### config.mk
export PLATFORM = sky130hd
export DESIGN_NAME = serial_subtractor
export DESIGN_NICKNAME = d
export VERILOG_FILES = /design/src/rtl/sub_pkg.sv /design/src/rtl/full_sub.sv /design/src/rtl/serial_subtractor.sv
export SDC_FILE = /design/constraint.sdc
export NUM_CORES = 1
export LEC_CHECK = 0
export ABC_AREA = 1
export ABC_CLOCK_PERIOD_IN_PS = 5090
export CORE_ASPECT_RATIO = 1.2
export CORE_MARGIN = 2
export CORE_UTILIZATION = 45
export CTS_CLUSTER_SIZE = 40
export DETAILED_ROUTE_END_ITERATION = 7
export MAX_ROUTING_LAYER = met4
export PLACE_DENSITY_LB_ADDON = 0.2
export SLEW_MARGIN = 10
export SYNTH_ARGS = -nofsm -noshare
export SYNTH_HDL_FRONTEND = slang
export SYNTH_SLANG_ARGS = --single-unit
### constraint.sdc
create_clock -name clk -period 5.09 [get_ports clk]
set_input_delay 0.509 -clock clk [delete_from_list [all_inputs] [get_ports clk]]
set_output_delay 0.509 -clock clk [all_outputs]
set_load 0.02 [all_outputs]
### src/rtl/sub_pkg.sv
// Shared definitions for the bit-serial subtractor: FSM states, default width
// and the ceil(log2) helper used to size the bit counter.
package sub_pkg;

    typedef enum logic [1:0] {
        IDLE = 2'd0,
        RUN  = 2'd1,
        DONE = 2'd2
    } sub_state_e;

    localparam int SUB_WIDTH_DEFAULT = 8;

    function automatic int sub_clog2(input int value);
        int result;
        result = 0;
        for (int i = 0; i < 32; i++) begin
            if ((32'sd1 << i) < value) begin
                result = i + 1;
            end
        end
        return result;
    endfunction

endpackage

### src/rtl/full_sub.sv
// Single-bit full subtractor cell: difference = a - b - cin, borrow out.
module full_sub (
    input  logic a,
    input  logic b,
    input  logic cin,
    output logic difference,
    output logic borrow
);

    assign difference = a ^ b ^ cin;
    // Borrow when b exceeds a, or when a==b and a borrow is already pending.
    assign borrow     = (~a & b) | (~(a ^ b) & cin);

endmodule

### src/rtl/serial_subtractor.sv
// Bit-serial WIDTH-bit subtractor (a - b), one bit per clock LSB first,
// recirculating the full_sub borrow through a flop.
module serial_subtractor
    import sub_pkg::*;
#(
    parameter int WIDTH = SUB_WIDTH_DEFAULT
) (
    input  logic             clk,
    input  logic             rst,
    input  logic             start,
    input  logic [WIDTH-1:0] a,
    input  logic [WIDTH-1:0] b,
    output logic             ready,
    output logic             busy,
    output logic             done,
    output logic [WIDTH-1:0] diff,
    output logic             borrow_out,
    output logic             overflow
);

    localparam int CNT_W = sub_clog2(WIDTH);
    localparam logic [CNT_W-1:0] CNT_LAST = CNT_W'(WIDTH - 1);

    sub_state_e       state_q, state_d;
    logic [WIDTH-1:0] a_sh_q, a_sh_d;
    logic [WIDTH-1:0] b_sh_q, b_sh_d;
    logic [WIDTH-1:0] r_sh_q, r_sh_d;
    logic             brw_q, brw_d;
    logic [CNT_W-1:0] cnt_q, cnt_d;
    logic             a_msb_q, a_msb_d;
    logic             b_msb_q, b_msb_d;
    logic             ready_q, ready_d;
    logic             busy_q, busy_d;
    logic             done_q, done_d;
    logic [WIDTH-1:0] diff_q, diff_d;
    logic             borrow_q, borrow_d;
    logic             ovf_q, ovf_d;

    logic             fs_diff;
    logic             fs_borrow;

    full_sub u_full_sub (
        .a          (a_sh_q[0]),
        .b          (b_sh_q[0]),
        .cin        (brw_q),
        .difference (fs_diff),
        .borrow     (fs_borrow)
    );

    // Next-state, datapath and registered-output decode.
    always_comb begin
        state_d  = state_q;
        a_sh_d   = a_sh_q;
        b_sh_d   = b_sh_q;
        r_sh_d   = r_sh_q;
        brw_d    = brw_q;
        cnt_d    = cnt_q;
        a_msb_d  = a_msb_q;
        b_msb_d  = b_msb_q;
        diff_d   = diff_q;
        borrow_d = borrow_q;
        ovf_d    = ovf_q;
        ready_d  = 1'b0;
        busy_d   = 1'b0;
        done_d   = 1'b0;

        case (state_q)
            IDLE: begin
                if (start) begin
                    a_sh_d  = a;
                    b_sh_d  = b;
                    r_sh_d  = '0;
                    brw_d   = 1'b0;
                    cnt_d   = '0;
                    a_msb_d = a[WIDTH-1];
                    b_msb_d = b[WIDTH-1];
                    state_d = RUN;
                end else begin
                    state_d = IDLE;
                end
            end
            RUN: begin
                a_sh_d = {1'b0, a_sh_q[WIDTH-1:1]};
                b_sh_d = {1'b0, b_sh_q[WIDTH-1:1]};
                r_sh_d = {fs_diff, r_sh_q[WIDTH-1:1]};
                brw_d  = fs_borrow;
                cnt_d  = cnt_q + CNT_W'(1);
                // Last bit: publish results straight from this cycle's cell outputs.
                if (cnt_q == CNT_LAST) begin
                    state_d  = DONE;
                    cnt_d    = '0;
                    diff_d   = r_sh_d;
                    borrow_d = fs_borrow;
                    ovf_d    = (a_msb_q != b_msb_q) && (fs_diff != a_msb_q);
                end else begin
                    state_d = RUN;
                end
            end
            DONE: begin
                state_d = IDLE;
            end
            default: begin
                state_d = IDLE;
            end
        endcase

        ready_d = (state_d == IDLE);
        busy_d  = (state_d == RUN);
        done_d  = (state_d == DONE);
    end

    // State, datapath and output registers.
    always_ff @(posedge clk or posedge rst) begin
        if (rst) begin
            state_q  <= IDLE;
            a_sh_q   <= '0;
            b_sh_q   <= '0;
            r_sh_q   <= '0;
            brw_q    <= 1'b0;
            cnt_q    <= '0;
            a_msb_q  <= 1'b0;
            b_msb_q  <= 1'b0;
            ready_q  <= 1'b1;
            busy_q   <= 1'b0;
            done_q   <= 1'b0;
            diff_q   <= '0;
            borrow_q <= 1'b0;
            ovf_q    <= 1'b0;
        end else begin
            state_q  <= state_d;
            a_sh_q   <= a_sh_d;
            b_sh_q   <= b_sh_d;
            r_sh_q   <= r_sh_d;
            brw_q    <= brw_d;
            cnt_q    <= cnt_d;
            a_msb_q  <= a_msb_d;
            b_msb_q  <= b_msb_d;
            ready_q  <= ready_d;
            busy_q   <= busy_d;
            done_q   <= done_d;
            diff_q   <= diff_d;
            borrow_q <= borrow_d;
            ovf_q    <= ovf_d;
        end
    end

    assign ready      = ready_q;
    assign busy       = busy_q;
    assign done       = done_q;
    assign diff       = diff_q;
    assign borrow_out = borrow_q;
    assign overflow   = ovf_q;

endmodule

==> results of run 1 <==
[metal layers]
layer | part of all wire, % | GRT usage [%] | vias up
met3 | 3.1 | 2.95 | 26
li1 | - | - | 1794
met5 | 0 | - | -
met2 | 49 | 36.4 | 75
met4 | 3.2 | 12.9 | 0
met1 | 44 | 25.5 | 1644
[registers in the layout (all words and copies together), names as in the netlist]
name,flops
brw_q,1
ready,1
borrow_out,1
overflow,1
cnt_q,32
a_sh_q,8
state_q,2
done,1
a_msb_q,1
b_msb_q,1
diff,8
busy,1
r_sh_q,7
b_sh_q,8
[power breakdown]
part	total, uW	switching [uW]	internal [uW]
clock	523	243	280
sequential	838	91.6	747
combinational	720	458	262
[cells in the mapped netlist (2+ instances only)]
| cell | count |
|---|---|
| sky130_fd_sc_hd__nand2_2 | 2 |
| sky130_fd_sc_hd__nand4_1 | 3 |
| sky130_fd_sc_hd__nor2_4 | 9 |
| sky130_fd_sc_hd__o21ai_0 | 22 |
| sky130_fd_sc_hd__clkbuf_1 | 6 |
| sky130_fd_sc_hd__nor2_1 | 68 |
| sky130_fd_sc_hd__a21oi_1 | 26 |
| sky130_fd_sc_hd__nand2_4 | 3 |
| sky130_fd_sc_hd__buf_2 | 9 |
| sky130_fd_sc_hd__dfrtp_1 | 72 |
| sky130_fd_sc_hd__xor2_1 | 9 |
| sky130_fd_sc_hd__nand3_1 | 57 |
| sky130_fd_sc_hd__nand2_1 | 179 |
| sky130_fd_sc_hd__o22ai_1 | 13 |
| sky130_fd_sc_hd__nor2_2 | 2 |
| sky130_fd_sc_hd__inv_2 | 3 |
| sky130_fd_sc_hd__inv_1 | 56 |
[area by class of cell]
cell class | count | area, um2
clock buffers | 9 | 124
flip-flops and latches | 73 | 1830
well taps | 117 | 146
inverters | 59 | 221
fillers | 870 | 4000
clock inverters | 7 | 101
repair buffers | 34 | 333
multi-input cells | 400 | 1860
[cells by family after synthesis]
logic type	count (synthesis)
compound gates	63
xor+xnor	10
fa+ha+maj	2
buf+inv	75
flops	73
simple gates	325
[layout by cell type, fill, tap and decap left out, drive strengths merged, types with 3 or more instances in the layout]
master and instances:
inv 61, o21ai 22, xor2 9, clkbuf 9, nand4 3, nor2 79
nand2 184, o22ai 13, a21oi 26, nand3 57, buf 3, clkdlybuf4s50 31
dfrtp 72
[through the flow]
step / cells / total power [uW]
6_report: 699 / 2080
5_1_grt: 699 / 2230
4_1_cts: 699 / 2110
3_5_place_dp: 683 / 1570
3_3_place_gp: 683 / 1550
2_1_floorplan: 548 / 1350
[critical path: cells and delay by family (launching register included)]
| kind | cells | cell delay [ns] |
|---|---|---|
| buffers and inverters | 3 | 0.97 |
| AND/OR/NAND/NOR | 4 | 0.66 |
| flip-flops | 1 | 0.38 |
[path summary, 6_finish.rpt]
path                                           start               endpoint  slack [ns]  cells past startpoint
min in group asynchronous                        rst  cnt_q[30]$_DFFE_PP0P_        0.66                      2
worst min register to register   diff[6]$_DFFE_PP0P_    diff[6]$_DFFE_PP0P_        0.48                      2
worst min-delay path             diff[6]$_DFFE_PP0P_    diff[6]$_DFFE_PP0P_        0.48                      2
worst max register to register  state_q[1]$_DFF_PP0_   overflow$_DFFE_PP0P_        2.94                      7
max in group asynchronous                        rst  cnt_q[19]$_DFFE_PP0P_        3.49                      3
worst max-delay path            state_q[1]$_DFF_PP0_   overflow$_DFFE_PP0P_        2.94                      7
==> flow_summary_export.csv, run 1 <==
group,metric,value,unit
status,outcome,"completed",
pwr,p_leak,0.00219,uW
yosys,number_of_flops_mapped_to_enable_cells_by_yosys,0,
yosys,main_combinational_cell_family_by_area_after_synthesis,"simple AND/OR/NAND/NOR gates",
yosys,synth_largest_area_cell,"sky130_fd_sc_hd__dfrtp_1",
yosys,yosys-mux-area-fraction,0,%
clock_network,postCtsResizedCells,0,
clock_network,cts.root.buffer_cell,"sky130_fd_sc_hd__clkbuf_8",
placement,dp_hpwl,6.46,mm
clock_network,post_cts_hold_buffer_count,0,
clock_network,number_of_clock_sinks_seen_by_cts,73,
yosys,syn_inst,548,
sta,setup_repair_after_global_routing_missed_its_margin,"false",
final_layout,fin_nets,598,
global_route,grt_util_all_layers,21.8,%
worst_setup_path,crit_path_max_incr_delay,0.59,ns
detailed_routing,firstDrtPassIters,4,
worst_setup_path,critPathKind,"reg2reg",
pwr,vdd_ir_drop_max,0.415,mV
sta,whs,0.479,ns
floorplan,placementRows,37,
detailed_routing,post_drt_via_cell_ratio,5.06,
placement,preCtsSetupSlack,2.77,ns
detailed_routing,via_count,3539,
detailed_routing,route.detailed.drc,0,
yosys,area_share_of_the_leading_cell_type_in_the_synthesized_netlist,45.2,%
yosys,post_synthesis_instance_area,3990,um2
yosys,synth_top_flop_cell,"sky130_fd_sc_hd__dfrtp_1",
worst_setup_path,worst_ep_arrival_time,2.41,ns
clock_network,cts-htree-levels,3,
yosys,post_synthesis_compound_gate_area_fraction,8.47,%
worst_setup_path,critPathLaunchType,"flop",
final_layout,final_standard_cell_area_without_fillers,4620,um2
global_route,grt_antenna_before_repair,0,
floorplan,y_dimension_of_the_die,107,um
final_layout,final_core_util,53.6,%
yosys,synth.avg_cell_area,7.27,um2
yosys,yosys_warnings,0,
global_route,grt_start_max_net_pins,45,
sta,achievable-frequency,465,MHz
placement,portBuffers,31,
yosys,postSynth.asyncResetShare,100,%
clock_network,cts-root-to-sink-buffers,2,
floorplan,floorplan.initialDensity,46.3,%
sta,fin_crit_sh,42.3,%
worst_setup_path,setup.worst_path.end_class,"flop",
sta,final.setup.tns,0,ns
floorplan,design.die.area,9630,um2
global_route,first_pass_grt_wire_length,16.1,mm
yosys,post_synth_main_area_contributors,"sky130_fd_sc_hd__dfrtp_1 (45%), sky130_fd_sc_hd__nand2_1 (17%), sky130_fd_sc_hd__nand3_1 (7.2%)",
detailed_routing,drtAntennaViolNets,0,
worst_setup_path,timing.critical_path.cells,"inv_1 -> nand2_1 -> buf_4 -> inv_2 -> nand2_2 -> nand2_1 -> nand2_1",
global_route,first_global_vias,3456,
yosys,syn-num-nets,569,
sta,max-slew-margin-rel,38.4,%
worst_setup_path,cpMaxStageDelayCell,"sky130_fd_sc_hd__inv_2",
floorplan,placeableCoreArea,8610,um2
pwr,power-per-cell-area,451,nW/um2
detailed_routing,routed_wirelength,9.27,mm
worst_setup_path,critical_path.most_common_cell,"sky130_fd_sc_hd__nand2_1",
yosys,number_of_distinct_standard_cells_referenced_by_the_synthesized_netlist,26,
clock_network,clk_latency,0.37,ns
final_layout,area_growth,15.8,%
yosys,post_synth_xor_area_fraction,2.20,%
placement,place_congestion,0.921,
yosys,ys_seq_elements,73,
clock_network,tritoncts,"done",
yosys,synth-adder-area-share,0.816,%
detailed_routing,detail_route.iter0.violations,149,
placement,post_dp_area,4390,um2
final_layout,number_of_diodes,0,
sta,slew_violations,0,
flow_run,maxcap_viol_count,0,
sta,max_slew.worst_pin.slew,0.922,ns
sta,fin_ws,2.94,ns
worst_setup_path,critical_path.max_fanout,44,
sta,clock_skew,0.00867,ns
floorplan,floorplan.die.width,89.9,um
clock_network,cts_made_buffers,9,
yosys,area_share_of_and_or_nand_nor_cells_after_synthesis,35.2,%
clock_network,cts_setup_buffers,0,
worst_setup_path,critPathRequiredTime,5.35,ns
clock_network,clkTransAtPathRegs,0.08,ns
sta,finalHoldViolCount,0,
final_layout,drive_above_1_share,7.04,%
floorplan,design.portCount,32,
detailed_routing,drt-wirelength-per-cell,13.3,um
sta,min_period,2.15,ns
sta,finish_stage_setup_viols,0,
global_route,grt_overflow,0,
yosys,seq_area_frac_synth,45.9,%
min_path,min_path_type,"reg2reg",
Note: power is estimated with default switching activity, not from simulation.
==> inputs of run 2 (changes only) <==
--- a/config.mk
+++ b/config.mk
@@ -6,7 +6,7 @@
 export NUM_CORES = 1
 export LEC_CHECK = 0
 export ABC_AREA = 1
-export ABC_CLOCK_PERIOD_IN_PS = 5090
+export ABC_CLOCK_PERIOD_IN_PS = 1800
 export CORE_ASPECT_RATIO = 1.2
 export CORE_MARGIN = 2
 export CORE_UTILIZATION = 45
==> constraint.sdc (replaced) <==
create_clock -name clk -period 1.8 [get_ports clk]
set_input_delay 0.18 -clock clk [delete_from_list [all_inputs] [get_ports clk]]
set_output_delay 0.18 -clock clk [all_outputs]
set_load 0.02 [all_outputs]
==> run 2 against run 1 <==
Effect of this change:
- clock power increased to 3.0 times the previous value
- total power increased to 2.9 times the previous value
- critical path depth decreased by 6
- utilization increased by 1.1 points
- die area unchanged
- register-to-register slack got worse by 2.7 ns
- largest cell class unchanged
- sequential share of layout area decreased by 0.79 points
==> flow_summary_export.csv, run 2 (synthesis results as in run 1) <==
group,metric,value,unit
floorplan,design.portCount,32,
final_layout,seq_area,1830,um2
detailed_routing,drtAntennaViolNets,0,
pwr,power.share.switching,36.5,%
sta,max-slew-margin-rel,73.0,%
floorplan,placementRows,37,
detailed_routing,routed_wirelength,9.29,mm
worst_setup_path,critPathKind,"reg2out",
placement,preCtsSetupSlack,0.160,ns
sta,min_period,1.62,ns
pwr,combPwrFrac,35.4,%
final_layout,fin_nets,603,
worst_setup_path,worst_ep_arrival_time,1.44,ns
sta,slew_violations,0,
sta,finish_stage_setup_viols,0,
final_layout,area_growth,18.1,%
floorplan,design.die.area,9630,um2
placement,dp_hpwl,6.53,mm
flow_run,maxcap_viol_count,0,
floorplan,placeableCoreArea,8610,um2
worst_setup_path,worst_r2r_path_cells,8,
clock_network,cts_setup_buffers,0,
final_layout,number_of_diodes,0,
global_route,grt_overflow,0,
pwr,vdd_ir_drop_max,0.896,mV
placement,portBuffers,31,
final_layout,num-fill-cells,858,
global_route,grt_util_all_layers,21.3,%
status,outcome,"completed",
floorplan,y_dimension_of_the_die,107,um
sta,fin_crit_sh,89.9,%
sta,final.setup.tns,0,ns
pwr,clock_network_power_share,25.8,%
global_route,grt_antenna_before_repair,0,
worst_setup_path,critical_path.max_fanout,1,
detailed_routing,firstDrtPassIters,4,
detailed_routing,detail_route.iter0.violations,160,
worst_setup_path,critPathRequiredTime,1.62,ns
pwr,power-per-cell-area,1300,nW/um2
final_layout,mostFrequentLayoutCell,"sky130_fd_sc_hd__nand2_1",
worst_setup_path,setup.worst_path.end_class,"output port",
worst_setup_path,timing.critical_path.cells,"clkdlybuf4s50_1",
sta,setup_repair_after_global_routing_missed_its_margin,"false",
clock_network,postCtsResizedCells,0,
clock_network,tritoncts,"done",
sta,finalHoldViolCount,0,
min_path,min_path_type,"in2async",
clock_network,cts.root.buffer_cell,"sky130_fd_sc_hd__clkbuf_8",
clock_network,cts-root-to-sink-buffers,2,
final_layout,commonest_non_fill_non_tap_cells_in_the_layout,"sky130_fd_sc_hd__nand2_1 (179), sky130_fd_sc_hd__dfrtp_1 (72), sky130_fd_sc_hd__nor2_1 (68)",
sta,fin_ws,0.181,ns
floorplan,floorplan.die.width,89.9,um
worst_setup_path,worstSetupPathDepth,1,
global_route,first_pass_grt_wire_length,16.0,mm
pwr,seq_power_share,38.8,%
pwr,p_leak,0.00223,uW
clock_network,cts_made_buffers,9,
final_layout,drive_above_1_share,7.68,%
placement,place_congestion,0.926,
worst_setup_path,cpMaxStageDelayCell,"sky130_fd_sc_hd__clkdlybuf4s50_1",
final_layout,final_standard_cell_area_without_fillers,4710,um2
sta,whs,0.273,ns
pwr,power.internal,3870,uW
detailed_routing,route.detailed.drc,0,
sta,max_slew.worst_pin.slew,0.405,ns
final_layout,top_register,"cnt_q",
worst_setup_path,critical-path-top-delay-family,"buffers and inverters",
sta,clock_skew,0.00999,ns
worst_setup_path,crit_path_max_incr_delay,0.59,ns
clock_network,clk_latency,0.34,ns
final_layout,multi_input_comb_area,1860,um2
worst_setup_path,reg2reg_slack,0.19,ns
final_layout,largest_reg_flops,32,
global_route,grt_start_max_net_pins,74,
detailed_routing,via_count,3542,
pwr,power_switching,2230,uW
sta,achievable-frequency,618,MHz
worst_setup_path,critPathLaunchType,"flop",
clock_network,post_cts_hold_buffer_count,0,
clock_network,cts-htree-levels,3,
worst_setup_path,timing.critical_path.buf_inv,1,
floorplan,floorplan.initialDensity,46.3,%
clock_network,number_of_clock_sinks_seen_by_cts,73,
placement,post_dp_area,4470,um2
detailed_routing,drt-wirelength-per-cell,13.2,um
clock_network,clkTransAtPathRegs,0.08,ns
global_route,first_global_vias,3532,
detailed_routing,post_drt_via_cell_ratio,5.04,
run 2: cell count changes in the layout (fill, tap and decap cells not counted):
cell,change
sky130_fd_sc_hd__buf_12,+3
sky130_fd_sc_hd__inv_2,-1
sky130_fd_sc_hd__bufinv_16,+1
sky130_fd_sc_hd__buf_4,+2
sky130_fd_sc_hd__clkinv_4,+1
sky130_fd_sc_hd__clkinvlp_4,-1
sky130_fd_sc_hd__inv_6,-1
run 2: worst paths after layout:
path,from,to
max,ready$_DFF_PP1_,ready
min,rst,diff[1]$_DFFE_PP0P_
max reg2reg,cnt_q[1]$_DFFE_PP0P_,borrow_out$_DFFE_PP0P_
min reg2reg,diff[1]$_DFFE_PP0P_,diff[1]$_DFFE_PP0P_
max in group asynchronous,rst,ready$_DFF_PP1_
min in group clk,b[1],b_sh_q[1]$_DFFE_PP0P_
run 2: layout make-up:
class,instances,area share [%]
Clock buffer,9,2.63
Clock inverter,6,2.47
Inverter,59,4.78
Multi-Input combinational cell,400,39.5
Sequential cell,73,38.8
Tap cell,117,3.11
Timing Repair Buffer,39,8.66
run 2: routing by layer:
metal  vias to the layer above  track usage (%)  part of all wire (%)
li1                       1797                -                     -
met1                      1662             24.5                    44
met2                        70             37.8                    51
met3                        13             3.79                   3.7
met4                         0             7.69                   1.9
met5                         -                -                     0
run 2: power groups by stage:
stage | combinational [uW] | clock [uW] | sequential [uW]
6_report | 2160 | 1570 | 2370
5_1_grt | 2420 | 1680 | 2430
4_1_cts | 2180 | 1610 | 2370
3_5_place_dp | 2170 | 0 | 2400
3_3_place_gp | 2110 | 0 | 2380
2_1_floorplan | 1310 | 0 | 2500
run 2: per-stage QoR:
step | cells | power [uW] | util, %
5_1_grt | 703 | 6530 | 54.7
3_5_place_dp | 688 | 4570 | 51.9
4_1_cts | 703 | 6160 | 54.7
3_3_place_gp | 688 | 4500 | 51.9
6_report | 703 | 6100 | 54.7
2_1_floorplan | 548 | 3810 | -
